File: config.mk
export PLATFORM = sky130hd
export DESIGN_NAME = pill_fill_ctrl
export DESIGN_NICKNAME = d
export VERILOG_FILES = /design/src/rtl/pill_fill_ctrl.sv
export SDC_FILE = /design/constraint.sdc
export NUM_CORES = 1
export LEC_CHECK = 0
export CELL_PAD_IN_SITES_DETAIL_PLACEMENT = 1
export CELL_PAD_IN_SITES_GLOBAL_PLACEMENT = 2
export CORE_MARGIN = 3
export CORE_UTILIZATION = 36
export DETAILED_ROUTE_END_ITERATION = 16
export GPL_TIMING_DRIVEN = 0
export MAX_ROUTING_LAYER = met4
export PLACE_DENSITY_LB_ADDON = 0.1
export SLEW_MARGIN = 30
export SYNTH_ARGS = -nofsm -noshare
export SYNTH_HDL_FRONTEND = slang
export SYNTH_SLANG_ARGS = --single-unit
File: constraint.sdc
create_clock -name clk_in -period 3.5 [get_ports clk_in]
set_input_delay 0.35 -clock clk_in [delete_from_list [all_inputs] [get_ports clk_in]]
set_output_delay 0.35 -clock clk_in [all_outputs]
set_load 0.02 [all_outputs]
File: src/rtl/pill_fill_ctrl.sv
// Pill bottle filling controller: counts synchronized pill events into bottles,
// drives the hopper valve and conveyor, and detects jams and spills.
module pill_fill_ctrl #(
  parameter int TIMEOUT_CYC = 200_000_000,
  parameter int ADV_CYC     = 50_000_000
) (
  input  logic       clk_in,
  input  logic       rst,
  input  logic       start,
  input  logic       abort,
  input  logic       pause,
  input  logic       pill_in,
  input  logic [7:0] per_bottle,
  input  logic [7:0] num_bottles,
  output logic       valve_open,
  output logic       bottle_adv,
  output logic [7:0] pill_cnt,
  output logic [7:0] bottle_cnt,
  output logic [7:0] spill_cnt,
  output logic [2:0] state,
  output logic       busy,
  output logic       done,
  output logic       alarm
);

  localparam int TW = $clog2(TIMEOUT_CYC + 1);
  localparam int AW = $clog2(ADV_CYC + 1);
  localparam logic [TW-1:0] T_LAST = TW'(TIMEOUT_CYC - 1);
  localparam logic [AW-1:0] A_LAST = AW'(ADV_CYC - 1);

  typedef enum logic [2:0] {
    S_IDLE    = 3'd0,
    S_FILL    = 3'd1,
    S_PAUSED  = 3'd2,
    S_ADVANCE = 3'd3,
    S_DONE    = 3'd4,
    S_JAM     = 3'd5
  } state_t;

  state_t        st;
  logic          sync1, sync2, sync3;
  logic          pill_ev;
  logic [7:0]    per_tgt, num_tgt;
  logic [TW-1:0] timer;
  logic [AW-1:0] adv_cnt;
  logic [7:0]    pill_nxt, pill_now, bottle_nxt;
  logic          target_hit;

  // sync3 only holds the previous synchronized level for edge detection.
  assign pill_ev    = sync2 & ~sync3;
  assign pill_nxt   = (pill_cnt == 8'hFF) ? pill_cnt : pill_cnt + 8'd1;
  // Target test uses the count including a pill arriving this cycle.
  assign pill_now   = pill_ev ? pill_nxt : pill_cnt;
  assign target_hit = (pill_now >= per_tgt);
  assign bottle_nxt = bottle_cnt + 8'd1;

  always_ff @(posedge clk_in or posedge rst) begin
    if (rst) begin
      st         <= S_IDLE;
      sync1      <= 1'b0;
      sync2      <= 1'b0;
      sync3      <= 1'b0;
      per_tgt    <= 8'd0;
      num_tgt    <= 8'd0;
      pill_cnt   <= 8'd0;
      bottle_cnt <= 8'd0;
      spill_cnt  <= 8'd0;
      timer      <= '0;
      adv_cnt    <= '0;
    end else begin
      sync1 <= pill_in;
      sync2 <= sync1;
      sync3 <= sync2;
      if (st != S_FILL) timer <= '0;
      if (st != S_ADVANCE) adv_cnt <= '0;

      if (abort) begin
        st <= S_IDLE;
      end else begin
        case (st)
          S_IDLE, S_DONE: begin
            if (start && per_bottle != 8'd0 && num_bottles != 8'd0) begin
              per_tgt    <= per_bottle;
              num_tgt    <= num_bottles;
              pill_cnt   <= 8'd0;
              bottle_cnt <= 8'd0;
              spill_cnt  <= 8'd0;
              st         <= S_FILL;
            end
          end
          S_FILL: begin
            if (pill_ev) pill_cnt <= pill_nxt;
            timer <= pill_ev ? '0 : timer + 1'b1;
            if (timer == T_LAST)  st <= S_JAM;
            else if (target_hit)  st <= S_ADVANCE;
            else if (pause)       st <= S_PAUSED;
          end
          S_PAUSED: begin
            if (pill_ev) pill_cnt <= pill_nxt;
            if (!pause) st <= target_hit ? S_ADVANCE : S_FILL;
          end
          S_ADVANCE: begin
            if (pill_ev && spill_cnt != 8'hFF) spill_cnt <= spill_cnt + 8'd1;
            if (adv_cnt == A_LAST) begin
              bottle_cnt <= bottle_nxt;
              adv_cnt    <= '0;
              if (bottle_nxt == num_tgt) begin
                st <= S_DONE;
              end else begin
                st       <= S_FILL;
                pill_cnt <= 8'd0;
              end
            end else begin
              adv_cnt <= adv_cnt + 1'b1;
            end
          end
          S_JAM:   st <= S_JAM;
          default: st <= S_IDLE;
        endcase
      end
    end
  end

  // Decoded from the async-reset state register, so reset drops them at once.
  assign state      = st;
  assign valve_open = (st == S_FILL);
  assign bottle_adv = (st == S_ADVANCE);
  assign busy       = (st == S_FILL) || (st == S_PAUSED) || (st == S_ADVANCE);
  assign done       = (st == S_DONE);
  assign alarm      = (st == S_JAM);

endmodule

* Yosys cells after proc, flatten, opt, wreduce, memory -nomap -nowiden
Cells that the tools add are included.
Operators by class: add/sub/neg operators 5, magnitude comparators 1, equal/unequal tests 20, muxes and demuxes 28, bitwise gates (word level) 3, reduce and logical (&&, ||, !) cells 17
Operators by type and width (number):
- $mux W28 | 4
- $mux W26 | 4
- $mux W8 | 7
- $pmux W8 S2 | 2
- $add A28 B1 Y28 const B | 1
- $eq A28 B28 Y1 const B | 1
- $add A26 B1 Y26 const B | 1
- $eq A26 B26 Y1 const B | 1
- $add A8 B1 Y8 const B | 3
- $mux W3 | 8
- $pmux W8 S3 | 1
- $reduce_bool A8 Y1 | 2
- $pmux W3 S5 | 1
- $reduce_and A4 Y1 | 3
- $eq A8 B8 Y1 | 1
- $eq A8 B8 Y1 const B | 1
- $ge A8 B8 Y1 | 1
- $ne A8 B8 Y1 const B | 1
- $eq A3 B2 Y1 const B | 2
- $eq A3 B3 Y1 const B | 2
- $ne A3 B2 Y1 const B | 2
- $ne A3 B3 Y1 const B | 2
- $ne A5 B3 Y1 const B | 1
- $reduce_and A5 Y1 | 1
- 14 further kinds | 21
Storage, ports and cells: register bits after elaboration 100, input port bits 22

* Depth between registers and ports, before layout
Gate-level depths: netlist of run 1.
word-level depth 8, gate-level depth with buffers 13, depth with buffers taken out 12

* Least setup slack after synthesis of run 1
No wires, ideal clock.
path type register to register, start point register pill_cnt[0], end point register st[0] (netlist: state[0]), setup time 0.087 ns, arrival 3.122 ns, data required time 3.413 ns, path slack 0.291 ns, cell stages (with the launch flop) 13, clock period less this slack 3.209 ns, cells stage by stage dfrtp_1 -> ha_1 -> and3_1 -> clkbuf_1 -> a31oi_1 -> mux2_2 -> ha_1 -> a21o_1 -> a21oi_1 -> o211ai_1 -> a21oi_1 -> or4b_1 -> o211ai_1
On the way: word-level cells in the longest chain between the ends 8
Ends and longest elaborated chain:
- start: declaration | RTL line 17 | output logic [7:0] pill_cnt,
- start signal: assignment | RTL line 92 | if (pill_ev) pill_cnt <= pill_nxt;
- start signal: assignment | RTL line 99 | if (pill_ev) pill_cnt <= pill_nxt;
- $add A8 B1 Y8 / $eq A8 B8 Y1 (equally long branches) | RTL line 51 | assign pill_nxt = (pill_cnt == 8'hFF) ? pill_cnt : pill_cnt + 8'd1;
- $mux W8 | RTL line 51
- $mux W8 *
- $ge A8 B8 Y1 * | RTL line 54 | assign target_hit = (pill_now >= per_tgt);
- $mux W3 | RTL line 95 | else if (target_hit) st <= S_ADVANCE;
- $mux W3 | RTL line 94 | if (timer == T_LAST) st <= S_JAM;
- $pmux W3 S5 | RTL line 80 | case (st)
- $mux W3 | RTL line 77 | if (abort) begin
- end signal: assignment | RTL line 100 | if (!pause) st <= target_hit ? S_ADVANCE : S_FILL;
- end: declaration | RTL line 40 | state_t st;
Mark *: on every way between the ends. The rest lies on a longest branch, timed or not. A chain may end at the register's enable or synchronous reset.

* Worst setup path in the final report of run 1
Same ends and word-level chain as after synthesis.

==> flow_summary.toml, run 1 <==
[run_status]
status = "completed"

[synth]
synth_edf_count = 0
synthTopCellsByArea = "dfrtp_1 (44%), o21ai_0 (5.8%), nand2_1 (5.2%), nor2_1 (4.2%), xor2_1 (3.7%)"
synth.distinct_cells = 61
synth_top_area_frac = 0.445
synth_cells = 626
async_flop_share = 1.00
yosysSeqAreaShare = 0.445
yosysTopAreaCell = "dfrtp_1"
synthFlopType = "dfrtp_1"
synth_area_mm2 = 0.00563
ys.warnings.count = 0
synth_seq_cells = 100
synth.avg_cell_area_um2 = 8.99
syn-num-nets = 661

[global_route]
grt-ovfl-total = 0
antenna_found_initial = 0
grt_usage = 0.204
grt_pass1_vias = 5189
grt_max_degree = 52
grt_pass1_wl_um = 26800

[setup_path]
end_kind = "flip-flop"
path_cells = "ha_1 > and3_1 > clkbuf_1 > a31oi_4 > buf_4 > mux2_2 > ha_1 > a21o_1 > a21oi_1 > o211ai_1 > a21oi_1 > or4b_1 > o211ai_1"
startpoint_type = "flip-flop"
required_ns = 3.77
critical_path_class = "flip-flop to flip-flop"
crit_family = "compound AO/OA/AOI/OAI gates"
critPathArrivalTime_ns = 3.57
cp_slowest_stage_delay_ns = 0.48
cp_max_fo = 6
cp_slowest_cell = "or4b_1"
cp.buffers_inverters = 2

[sta]
setup_viol = 0
layout_worst_path_cycle_share = 0.943
maxSlewViolCount = 0
fin_skew_ns = 0.00844
relSlewSlack = 0.520
period_minus_slack_ns = 3.30
max_freq_ghz = 0.303
postLayoutSetupSlackWorst_ns = 0.201
grt_setup_unrepaired = "false"
setup_tns_ns = 0
finalHoldViolCount = 0
tightest_slew_ns = 0.715

[power_and_ir_drop]
p_int_mw = 2.31
p_per_area_mw_per_mm2 = 488
swShare = 0.306
power.share.sequential = 0.408
power.share.clock = 0.346
power.leakage_nw = 2.81
ir_drop_mv = 0.220
p_comb_frac = 0.246
p_sw_mw = 1.02

[detailed_routing]
wl_per_cell_um = 17.6
viasPerCell = 5.36
postRouteAntennaNets = 0
dr.pass1.iters = 4
drc = 0
dr_total_vias = 4875
wl_um = 16000
drtIter0Drc = 196

[floorplanning]
io_pins = 54
dieArea_mm2 = 0.0172
coreArea_mm2 = 0.0153
initial_core_util = 0.369
rows = 45
die_width_um = 131
die_h_um = 131

[placement]
globalplace.congestion = 0.811
pre_cts_slack_ns = -0.261
io_buffer_count = 53
dp_hpwl_um = 11700

[clocking]
clkTransAtPathRegs_ns = 0.07
cts_tree = "built"
clk_latency_ns = 0.36
root_buffer = "clkbuf_16"
cts_sinks = 100
numCtsBuffers = 9
clock_path_buffers = 2
cts_max_level = 3

[finish]
diodes = 0
syn_to_final_growth_pct = 21.3
fin_nets = 728
utilization = 0.447
drive_above_1_share = 0.0702

[job]
max_cap_violations = 0

[worst_hold_path]
worstHoldPathType = "flip-flop to flip-flop"
## flip-flops by register name, indices dropped and copies added (netlist names), 3 cells and up
signal / count
num_tgt: 8
spill_cnt: 8
bottle_cnt: 8
timer: 28
per_tgt: 8
adv_cnt: 26
state: 3
pill_cnt: 8
## Yosys cell counts (all sizes together), types with 12 or more instances
cell type,n
mux2,14
inv,21
and3,17
a21oi,19
nand2,78
nor2,63
o21ai,69
nor3,12
xor2,24
nand3,29
ha,13
dfrtp,100
nand4,21
clkbuf,19
xnor2,16
## power groups by stage
stage          clock [mW]  sequential [mW]  combinational (mW)
6_report             1.15             1.36               0.820
5_1_grt              1.25             1.38               0.929
4_1_cts              1.20             1.36               0.838
3_5_place_dp            0             1.38               0.832
3_3_place_gp            0             1.38               0.804
2_1_floorplan           0             1.38               0.538
## what timing repair did
item,CTS,global route
endpoints found under the hold margin,0,0
endpoints found under the setup margin,3,3
buffers inserted,0,2
resized for setup,2,0
hold buffers,0,0
pin swaps,0,1
## cell usage in the layout (no fill, tap or decap), types with 3 or more instances in the layout
master and count:
a21oi_1 18, clkdlybuf4s50_1 53, nand2b_1 10, nor4_1 5
nand3_1 27, o21ai_1 4, nor2_1 63, and4_1 5
o211ai_1 5, or3_1 3, and3b_1 3, and3_1 17
clkbuf_16 9, nor2b_1 7, nor3_1 10, mux2i_1 3
ha_1 13, a211oi_1 3, a31oi_1 5, nor4b_1 4
nand4_1 21, mux2_2 13, nand2_1 78, o21ai_0 65
xor2_1 24, inv_1 20, and2_1 5, o31ai_1 8
bufinv_16 3, or4_4 3, a21o_1 5, clkbuf_1 22
xnor2_1 16, o41ai_1 4, dfrtp_1 100
## worst reg2reg max path: cells and delay by family (launching register included)
kind / cells / cell delay, ns
AOI/OAI and AO/OA: 6 / 0.88
buffers and inverters: 2 / 0.33
DFF: 1 / 0.46
muxes: 1 / 0.35
and+or+nand+nor: 2 / 0.66
adders and majority gates: 2 / 0.52
## routing by layer
layer,global-route usage,part of all wire,vias to the layer above
li1,-,-,2367
met1,0.265,0.48,2452
met2,0.332,0.49,42
met3,0.0394,0.020,14
met4,0.0496,0.013,0
met5,-,0,-
## kinds of logic after synthesis
| kind of cell | share of synthesized area |
|---|---|
| buf+inv | 0.0318 |
| simple gates | 0.253 |
| mux | 0.0340 |
| xor+xnor | 0.0622 |
| fa+ha+maj | 0.0289 |
| flops | 0.445 |
| compound gates | 0.145 |
## metrics by stage
stage | instances | power, mW | area (um2) | hold slack (ns)
final | 909 | 3.33 | 6830 | 0.353
after global routing | 909 | 3.55 | 6830 | 0.368
after CTS | 907 | 3.40 | 6810 | 0.356
after detailed placement | 891 | 2.22 | 6460 | 0.339
after global placement | 890 | 2.18 | 6420 | 0.341
after floorplan | 626 | 1.91 | 5630 | 0.331
## layout make-up
type / count / area, um2
buffer: 23 / 96.3
clock buffer: 12 / 236
clock inverter: 4 / 97.6
fill: 1773 / 8430
inverter: 22 / 87.6
multi-input combinational: 481 / 2970
sequential: 100 / 2500
tap: 211 / 264
timing repair buffer: 56 / 573
## worst paths after layout
path	cells after the start	start	slack, ns	to
max in group asynchronous	3	rst	2.45	adv_cnt[0]
min	0	sync1	0.35	sync2
max	13	pill_cnt[0]	0.20	state[0]
max reg2reg	13	pill_cnt[0]	0.20	state[0]
min reg2reg	0	sync1	0.35	sync2
min in group asynchronous	2	rst	0.41	timer[4]
No activity file was read; power rests on OpenSTA's default activity.
==> inputs of run 2 (changes only) <==
Settings changed: CAP_MARGIN set to 5, PLACE_DENSITY set to 0.81, PLACE_DENSITY_LB_ADDON 0.1 to unset.
==> run 2 against run 1 <==
Net effect: count of clock-buffer cells in the layout stayed put; global-route usage down 0.52 points; maximum frequency is 0.67% higher; worst setup slack better by 0.022 ns; sequential power is essentially flat; sequential cell count unchanged; sequential share of layout area rose by 0.10 points; critical endpoint unchanged; power decreased by 3.0%; largest cell class unchanged.
==> flow_summary.toml, run 2 (synthesized netlist as in run 1, its figures left out) <==
[global_route]
grt_pass1_wl_um = 26300
grt_pass1_vias = 5090
grt-ovfl-total = 0
grt_usage = 0.199
grt_max_degree = 60
antenna_found_initial = 0

[floorplanning]
die_h_um = 131
coreArea_mm2 = 0.0153
rows = 45
io_pins = 54
dieArea_mm2 = 0.0172
initial_core_util = 0.369
die_width_um = 131

[finish]
regMostFlops = "timer"
fillers = 1775
register_area_mm2 = 0.00250
largest_reg_flops = 28
diodes = 0
drive_above_1_share = 0.0745
fin_cells = 909
multi_input_area_mm2 = 0.00297
fin_nets = 728
layout_common_cells = "dfrtp_1 (100), nand2_1 (78), o21ai_0 (65)"
syn_to_final_growth_pct = 20.9
final_common_cell = "dfrtp_1"
reg.largest.list = "timer (28), adv_cnt (26)"

[setup_path]
crit_family = "compound AO/OA/AOI/OAI gates"
critPathArrivalTime_ns = 3.53
end_kind = "flip-flop"
path_cells = "ha_1 > and3_1 > clkbuf_1 > a31oi_4 > mux2_2 > ha_1 > a21o_1 > a21oi_1 > o211ai_1 > a21oi_1 > or4b_1 > o211ai_1"
cp_slowest_cell = "dfrtp_1"
cp.buffers_inverters = 1
startpoint_type = "flip-flop"
cp_slowest_stage_delay_ns = 0.47
required_ns = 3.75
critical_path_class = "flip-flop to flip-flop"
cp_max_fo = 7

[power_and_ir_drop]
p_comb_frac = 0.255
power_mw = 3.24
power.share.sequential = 0.420
swShare = 0.316
power.share.clock = 0.326
ir_drop_mv = 0.254
p_int_mw = 2.21
p_per_area_mw_per_mm2 = 475
p_sw_mw = 1.02
power.leakage_nw = 2.80

[sta]
period_minus_slack_ns = 3.28
relSlewSlack = 0.515
max_freq_ghz = 0.305
tightest_slew_ns = 0.723
finalHoldViolCount = 0
setup_viol = 0
whs_ns = 0.359
maxSlewViolCount = 0
layout_worst_path_cycle_share = 0.936
fin_skew_ns = 0.00799
setup_tns_ns = 0

[detailed_routing]
drc = 0
drtIter0Drc = 238
viasPerCell = 5.37
postRouteAntennaNets = 0
wl_um = 15500
dr.pass1.iters = 4
wl_per_cell_um = 17.0
dr_total_vias = 4885

[clocking]
root_buffer = "clkbuf_16"
clock_path_buffers = 2
cts_tree = "built"
clkTransAtPathRegs_ns = 0.07
numCtsBuffers = 9
clk_latency_ns = 0.35
cts_sinks = 100
cts_max_level = 3
cts_hold_buf = 0

[placement]
io_buffer_count = 53
dp_hpwl_um = 11400
globalplace.congestion = 0.809
placed_cells = 891

[run_status]
status = "completed"

[job]
max_cap_violations = 0

[worst_hold_path]
worstHoldPathType = "flip-flop to flip-flop"
-- run 2: per-stage QoR --
step / utilization / area (um2) / setup WS, ns
after floorplan: - / 5630 / 0.291
after global placement: 0.421 / 6420 / -1.26
after detailed placement: 0.423 / 6460 / -0.249
after CTS: 0.445 / 6780 / 0.128
after global routing: 0.446 / 6810 / -0.00746
final: 0.446 / 6810 / 0.223
-- run 2: layout make-up --
cell class,count,share of cell area
buffer,23,0.0142
clock buffer,12,0.0377
clock inverter,4,0.00809
inverter,22,0.0129
multi-input combinational,481,0.437
sequential,100,0.368
tap,211,0.0388
timing repair buffer,56,0.0842
-- run 2: timing repair --
action                                  CTS  global route
endpoints found under the hold margin     0             0
endpoints found under the setup margin    3             3
buffers inserted                          0             2
pin swaps                                 0             2
gates resized for setup                   2             1
-- run 2: worst register-to-register path: stages (launching register included) --
cell and delay, ns:
dfrtp_1 0.47, ha_1 0.25, and3_1 0.18, clkbuf_1 0.16
a31oi_4 0.31, mux2_2 0.39, ha_1 0.28, a21o_1 0.10
a21oi_1 0.06, o211ai_1 0.27, a21oi_1 0.12, or4b_1 0.47
o211ai_1 0.13
-- run 2: worst paths after layout --
path | end | start | slack, ns | cells past startpoint
max | state[0] | pill_cnt[0] | 0.22 | 12
max reg2reg | state[0] | pill_cnt[0] | 0.22 | 12
min reg2reg | sync2 | sync1 | 0.36 | 0
min in group asynchronous | bottle_cnt[1] | rst | 0.38 | 2
min | sync2 | sync1 | 0.36 | 0
max in group asynchronous | pill_cnt[3] | rst | 2.47 | 3
-- run 2: power groups by stage --
stage | Combinational (mW) | Clock [mW] | Sequential, mW
finish | 0.825 | 1.05 | 1.36
detailed placement | 0.823 | 0 | 1.38
floorplan | 0.538 | 0 | 1.38
global route | 0.938 | 1.14 | 1.37
global placement | 0.799 | 0 | 1.37
CTS | 0.835 | 1.10 | 1.36
-- run 2: metal layers --
layer,vias to the layer above,GRT usage,share of wire
li1,2375,-,-
met3,10,0.0362,0.023
met2,60,0.312,0.48
met4,0,0.0496,0.0092
met1,2440,0.268,0.48
met5,-,-,0
==> inputs of run 3 (changes only) <==
Settings changed: REMOVE_ABC_BUFFERS set to 1.
==> run 3 against run 2 <==
Net effect: worst hold slack better by 0.012 ns; clock skew hardly changed; combinational power is 4.0% lower; cell area decreased by 1.7%; largest power group unchanged; sequential share of layout area grew 0.62 points; non-clock buffer count fell by 24; global-route usage is 0.92 points lower; cell count shrank 2.6%; via count is 1.5% lower; sequential cell count unchanged; core utilization shrank 0.74 points.
==> flow_summary.toml, run 3 (synthesized netlist as in run 1, its figures left out) <==
[setup_path]
startpoint_type = "flip-flop"
cp_slowest_stage_delay_ns = 0.45
cp_max_fo = 8
regToRegSetupSlack_ns = 0.22
critPathMostFrequentCell = "a21oi_1"
critical_path_class = "flip-flop to flip-flop"
r2r-end = "state[2]"
rr_startpoint = "pill_cnt[0]"
critPathArrivalTime_ns = 3.52
cp_slowest_cell = "dfrtp_1"
reg2reg_depth = 11
end_kind = "flip-flop"
required_ns = 3.74
path_cells = "ha_1 > and3_1 > a31oi_4 > mux2_2 > ha_1 > a21o_1 > a21oi_1 > o211ai_1 > a21oi_1 > a21oi_1 > o211a_1"

[sta]
maxSlewViolCount = 0
relSlewSlack = 0.356
setup_tns_ns = 0
fin_skew_ns = 0.00787
layout_worst_path_cycle_share = 0.936
tightest_slew_ns = 0.963
max_freq_ghz = 0.305
finalHoldViolCount = 0
period_minus_slack_ns = 3.28
setup_viol = 0
grt_setup_unrepaired = "false"
postLayoutSetupSlackWorst_ns = 0.224

[power_and_ir_drop]
swShare = 0.331
power_mw = 3.15
p_per_area_mw_per_mm2 = 470
p_comb_frac = 0.251
power.leakage_nw = 2.75
p_sw_mw = 1.04
power.share.clock = 0.311
ir_drop_mv = 0.258
power.share.sequential = 0.437
p_int_mw = 2.11

[placement]
placed_cells = 869
io_buffer_count = 53
globalplace.congestion = 0.802
pre_cts_slack_ns = -0.147
dp_hpwl_um = 10800

[floorplanning]
dieArea_mm2 = 0.0172
die_width_um = 131
die_h_um = 131
rows = 45
io_pins = 54
initial_core_util = 0.369
coreArea_mm2 = 0.0153

[clocking]
clkTransAtPathRegs_ns = 0.07
root_buffer = "clkbuf_16"
numCtsBuffers = 9
clock_path_buffers = 2
postCtsSetupBuffers = 0
cts_sinks = 100
cts_hold_buf = 0
cts_max_level = 3
cts_tree = "built"
clk_latency_ns = 0.36

[detailed_routing]
drc = 0
drtIter0Drc = 234
dr.pass1.iters = 4
dr_total_vias = 4814
viasPerCell = 5.44
wl_per_cell_um = 16.9
wl_um = 15000
postRouteAntennaNets = 0

[global_route]
grt-ovfl-total = 0
grt_usage = 0.190
grt_pass1_wl_um = 25200
grt_pass1_vias = 5022
grt_max_degree = 54
antenna_found_initial = 0

[finish]
fin_nets = 704
reg.largest.list = "timer (28), adv_cnt (26)"
largest_reg_flops = 28
fin_cells = 885
syn_to_final_growth_pct = 18.9
diodes = 0
layout_common_cells = "dfrtp_1 (100), nand2_1 (78), o21ai_0 (65)"
final_common_cell = "dfrtp_1"
drive_above_1_share = 0.0742
regMostFlops = "timer"

[worst_hold_path]
holdPathStages = 0
hold_end = "sync2"
holdCritStartpoint = "sync1"
worstHoldPathType = "flip-flop to flip-flop"

[job]
max_cap_violations = 0

[run_status]
status = "completed"
run 3: how the worst max path moves through the flow:
stage	slack [ns]	start	to	cells after the start
floorplan	0.37	pill_cnt[0]	state[0]	11
CTS	0.08	pill_cnt[0]	state[0]	11
finish	0.22	pill_cnt[0]	state[2]	11
detailed placement	-0.15	pill_cnt[0]	state[2]	12
global route	0.04	pill_cnt[0]	state[2]	12
global placement	-1.24	rst	per_tgt[1]	2
run 3: power groups by stage:
stage | combinational (mW) | sequential, mW | clock, mW
4_1_cts | 0.810 | 1.38 | 1.02
2_1_floorplan | 0.500 | 1.39 | 0
3_3_place_gp | 0.751 | 1.40 | 0
6_report | 0.792 | 1.38 | 0.980
5_1_grt | 0.888 | 1.40 | 1.07
3_5_place_dp | 0.805 | 1.40 | 0
run 3: per-stage QoR:
stage	hold slack, ns	area (um2)	util
finish	0.371	6700	0.439
detailed placement	0.359	6390	0.419
global placement	0.335	6330	0.415
global route	0.376	6700	0.439
CTS	0.376	6680	0.438
floorplan	0.331	5530	-
run 3: final cells by class:
cell class,count,area [um2]
Fill cell,1751,8560
Multi-Input combinational cell,481,2980
Tap cell,211,264
Clock buffer,9,225
Inverter,22,87.6
Timing Repair Buffer,55,573
Clock inverter,7,58.8
Sequential cell,100,2500
run 3: repair_timing:
action                                  in CTS  in global routing
pin swaps                                    0                  0
endpoints found under the setup margin       3                  3
gates resized for setup                      1                  1
hold endpoints to repair                     0                  0
run 3: per-layer routing:
metal  track usage  part of all wire  up-vias
li1              -                 -     2317
met1         0.244              0.47     2420
met2         0.311              0.50       56
met3        0.0321             0.019       21
met4        0.0526             0.015        0
met5             -                 0        -
run 3: worst max-delay path, delay by kind of cell, from the launching register on:
family | cells | cell delay (ns)
muxes | 1 | 0.40
and+or+nand+nor | 1 | 0.26
AOI/OAI and AO/OA | 7 | 1.52
adders and majority gates | 2 | 0.52
DFF | 1 | 0.45
==> edit 1, RTL diff (config.mk and constraints of run 2) <==
Make the reset (`rst`) synchronous in one clocked block. Comments in the files are not updated.
--- a/src/rtl/pill_fill_ctrl.sv
+++ b/src/rtl/pill_fill_ctrl.sv
@@ -54,7 +54,7 @@
   assign target_hit = (pill_now >= per_tgt);
   assign bottle_nxt = bottle_cnt + 8'd1;
 
-  always_ff @(posedge clk_in or posedge rst) begin
+  always_ff @(posedge clk_in) begin
     if (rst) begin
       st         <= S_IDLE;
       sync1      <= 1'b0;
Function: differs if rst is asserted again (counterexample within 4 cycles, from zero or initial values and one cycle with rst high); with rst held inactive, the same outputs for 4 cycles.
==> edit 1 against run 2 <==
  * Critical path depth unchanged
  * Die area shrank 4.0%
  * Wire length increased by 6.3%
  * Area after synthesis fell by 4.2%
  * Critical path type unchanged
  * Global-route usage grew 1.0 points
  * Final area is 4.6% lower
  * Core utilization fell by 0.097 points
  * Worst setup slack improved by 80 ps
  * Sequential cell count stayed put
Power is not compared: it rests on default switching activity, and its combinational part moved more than twofold at a synthesized area within 25%.
==> edit 1: results (changes against run 2) <==
Final HPWL DP = 12.3 mm (+7.9%)
Post-Route WL = 16.5 mm (+6.3%)
worst r2r path cells = 12 (unchanged)
fill count = 1734 (-2.3%)
CP max-delay cell = dfxtp_1
vias in the first global route = 5224 (+2.6%)
slowest stage delay, CP = 460 ps
Post-Synth Adder-Cell Area = 3.01% (+0.13 points)
sequential share of the synthesized area = 37.1% (-7.3 points)
flop2flop setup slack = 300 ps (+80 ps)
cts repair resizes = 0 (-2)
Post-DP Area = 6160 um^2 (-4.7%)
relative slew slack = 34.2% (-17 points)
critical path endpoint = state[1]$_SDFFE_PP0P_
DR iter-0 viols = 259 (+8.8%)
routability cong. = 0.849 (+4.9%)
routed wl met2 = 8.03 mm (+7.2%)
synthesized net count = 690 (+4.4%)
hold_sp = sync1$_SDFF_PP0_
wire length on met3 = 470 um (+32%)
asr flop ratio synth = 0% (-100 points)
switch share = 22.8%
post-DR vias/cell = 5.63 (+4.7%)
Synth top cells by count = dfxtp_1, nor2_1, nand2_1
mux contribution to synthesized area = 3.15% (-0.25 points)
yosys warns = 0 (unchanged)
status = finished clean
Compound-Gate Fraction of Synth Area = 16.7% (+2.2 points)
Worst-path clk slew = 70 ps (about the same)
Distinct cells, synth = 66 (+8.2%)
nets@finish = 754 (+3.6%)
Arr. time, crit path = 3450 ps (-80 ps)
first-pass GRT wire length = 27.1 mm (+2.8%)
largest cells by area after synthesis = dfxtp_1, nor2_1, a21oi_1
CP Launch Point = pill_cnt[0]$_SDFFE_PP0P_
cts bufs inserted = 9 (unchanged)
WL met1 = 7.61 mm (+1.7%)
Sequential Area = 2000 um^2 (-20%)
pin count of the biggest net entering global routing = 16 (-73%)
ratio of cells with drive above 1 in the final layout = 5.82% (-1.6 points)
All-Layer GR Usage = 20.9% (+1.0 points)
Worst Skew = 4.15 ps (-3.85 ps)
xor/xnor share of the synthesized area = 7.93% (+1.7 points)
setup repair bufs after CTS = 0 (unchanged)
==> edit 1: changes by cell type in the layout (fill, tap and decap cells not counted), moves of 10 or more <==
cell	run 2	this run
a21oi_1	17	46
a311oi_1	1	18
dfrtp_1	100	0
dfxtp_1	0	100
mux2_2	13	0
mux2i_1	3	17
nand2_1	78	59
nand4_1	21	11
nor2_1	63	94
nor3_1	10	21
o21ai_0	65	25
==> edit 1: worst max-delay path, delay by kind of cell, from the launching register on <==
family / cells / cell delay (ps)
AO/OA/AOI/OAI: 6 / 1290
AND/OR/NAND/NOR: 3 / 600
flip-flops: 1 / 460
adder cells (fa/ha/maj): 2 / 520
XOR/XNOR: 1 / 200
==> edit 1: worst min path at each step <==
stage,to,slack [ps],cells past startpoint
after floorplan,sync2$_SDFF_PP0_,410,1
after global placement,sync2$_SDFF_PP0_,440,1
after detailed placement,sync2$_SDFF_PP0_,450,1
after CTS,sync2$_SDFF_PP0_,460,1
after global routing,sync2$_SDFF_PP0_,490,1
final,sync2$_SDFF_PP0_,460,1
==> edit 1: power groups by stage <==
stage | clock (mW) | sequential (mW) | combinational [mW]
2_1_floorplan | 0 | 1.18 | 0.102
3_3_place_gp | 0 | 1.18 | 0.170
3_5_place_dp | 0 | 1.18 | 0.176
4_1_cts | 1.17 | 1.16 | 0.177
5_1_grt | 1.22 | 1.16 | 0.194
6_report | 1.14 | 1.16 | 0.176
==> edit 1: cell type report <==
| class | instances | area share [%] |
|---|---|---|
| Multi-Input combinational cell | 510 | 48.9 |
| Sequential cell | 100 | 30.8 |
| Timing Repair Buffer | 53 | 8.17 |
| Tap cell | 184 | 3.54 |
| Clock buffer | 9 | 3.47 |
| Buffer | 32 | 2.77 |
| Clock inverter | 5 | 1.58 |
| Inverter | 13 | 0.751 |
==> edit 1: routing by layer <==
metal  vias up  global-route usage, %
met2        67                   34.6
met4         0                   6.93
met3        20                   3.40
met5         -                      -
li1       2494                      -
met1      2518                   26.0
==> edit 1: through the flow <==
stage / hold WS [ps] / worst slack [ps] / cells
final: 459 / 303 / 906
after global routing: 487 / 37.0 / 906
after CTS: 461 / 36.2 / 906
after detailed placement: 455 / 78.9 / 892
after global placement: 436 / 192 / 892
after floorplan: 414 / 610 / 655
==> edit 1: logic make-up after synthesis <==
logic type	Yosys count
compound gates	136
xor+xnor	48
fa+ha+maj	13
buf+inv	45
flops	100
mux	17
simple gates	296
==> edit 2, RTL diff (flow settings as in run 2) <==
Made on the original files. The parameter `ADV_CYC` goes from 50_000_000 to 25_000_000.
--- a/src/rtl/pill_fill_ctrl.sv
+++ b/src/rtl/pill_fill_ctrl.sv
@@ -2,7 +2,7 @@
 // drives the hopper valve and conveyor, and detects jams and spills.
 module pill_fill_ctrl #(
   parameter int TIMEOUT_CYC = 200_000_000,
-  parameter int ADV_CYC     = 50_000_000
+  parameter int ADV_CYC     = 25_000_000
 ) (
   input  logic       clk_in,
   input  logic       rst,
Function: no difference found for any inputs over 4 cycles, from zero or initial values and one cycle with rst high; that may be too few to reach the edited logic, so the function may still have changed.
==> edit 2 against run 2 <==
  * Wire length rose by 5.1%
  * Die area barely moved
  * Critical endpoint is now state[1]$_DFFE_PP0P_
  * Worst setup slack improved by 110 ps
  * Critical path depth did not move
  * Total power rose by 6.4%
  * Sequential share of layout area fell by 0.31 points
  * Largest cell class unchanged
  * Largest power group unchanged
  * Sequential cell count fell by 1
  * Via count rose by 3.5%
  * Highest routed layer unchanged
  * Clock skew fell by 2.1 ps
  * Non-clock buffer count fell by 1
  * Area after synthesis barely moved
  * Final area fell by 0.17%
==> edit 2: results (changes against run 2) <==
met2 Track Usage GR = 34.0% (+2.8 points)
All-Layer GR Usage = 21.1% (+1.2 points)
Post-DP Area = 6450 um^2 (about the same)
ratio of cells with drive above 1 in the final layout = 6.02% (-1.4 points)
Lkg Pwr = 2.80 nW (about the same)
Final HPWL DP = 11.9 mm (+4.6%)
Worst Skew = 5.86 ps (-2.13 ps)
mux contribution to synthesized area = 2.14% (-1.3 points)
fin worst setup slack = 333 ps (+110 ps)
fill count = 1778 (+0.17%)
Post-Synth Adder-Cell Area = 2.89% (about the same)
Compound-Gate Fraction of Synth Area = 15.3% (+0.77 points)
final instance area = 6800 um^2 (-0.17%)
routed wl met2 = 7.91 mm (+5.6%)
grt met3 use = 4.02% (+0.41 points)
Vias = 5056 (+3.5%)
crit-path max FO = 8 (+1)
Arr. time, crit path = 3400 ps (-130 ps)
WL met1 = 7.78 mm (+4.0%)
VDD IR max = 0.000252 V (-0.89%)
cts bufs inserted = 9 (unchanged)
first-pass GRT wire length = 27.9 mm (+6.1%)
hold slack = 378 ps (+18.9 ps)
wire length on met3 = 426 um (+20%)
average wire per standard cell = 17.6 um (+3.3%)
antenna violations before repair = 0 (unchanged)
critical path endpoint = state[1]$_DFFE_PP0P_
cts repair resizes = 1 (-1)
DR iter-0 viols = 284 (+19%)
vias in the first global route = 5363 (+5.4%)
nets@finish = 744 (+2.2%)
status = finished clean
pin count of the biggest net entering global routing = 55 (-8.3%)
Mapped Cells = 644 (+2.9%)
met1 global-route usage = 27.8% (+0.98 points)
flop2flop setup slack = 330 ps (+110 ps)
xor/xnor share of the synthesized area = 5.45% (-0.77 points)
final non-filler cell total = 925 (+1.8%)
Synth top cells by count = dfrtp_1, nand2_1, o21ai_0
synthesized net count = 679 (+2.7%)
routability cong. = 0.838 (+3.6%)
sequential share of the synthesized area = 44.0% (-0.42 points)
Distinct cells, synth = 56 (-8.2%)
Post-Place Cells = 909 (+2.0%)
relative slew slack = 50.2% (-1.3 points)
HP Class = reg2reg
Worst-path clk slew = 70 ps (about the same)
biggest registers after layout = timer: 28 flops, adv_cnt: 25 flops
largest cells by area after synthesis = dfrtp_1, nand2_1, o21ai_0
## edit 2: cell types whose count changed after synthesis, moves of 6 or more
cell,delta
nand2_1,+13
a21oi_1,+7
nor2_1,-10
o31ai_1,+10
nand3_1,+6
nor4_1,+7
## edit 2: final cells by class
cell class,count,share of cell area (%)
flip-flops and latches,99,36.5
multi-input cells,503,44.1
plain buffers,24,1.44
inverters,18,1.07
clock buffers,10,3.52
well taps,211,3.88
repair buffers,54,8.21
clock inverters,6,1.31
## edit 2: cells by family after synthesis
group / count (synthesis)
xor+xnor: 35
flops: 99
buf+inv: 42
compound gates: 145
fa+ha+maj: 13
mux: 11
simple gates: 299
## edit 2: report_power, final
group	leakage (nW)	internal (mW)	switching (mW)	total, mW
Combinational	1.30	0.354	0.597	0.951
Clock	0.155	0.647	0.474	1.12
Sequential	1.35	1.27	0.104	1.37
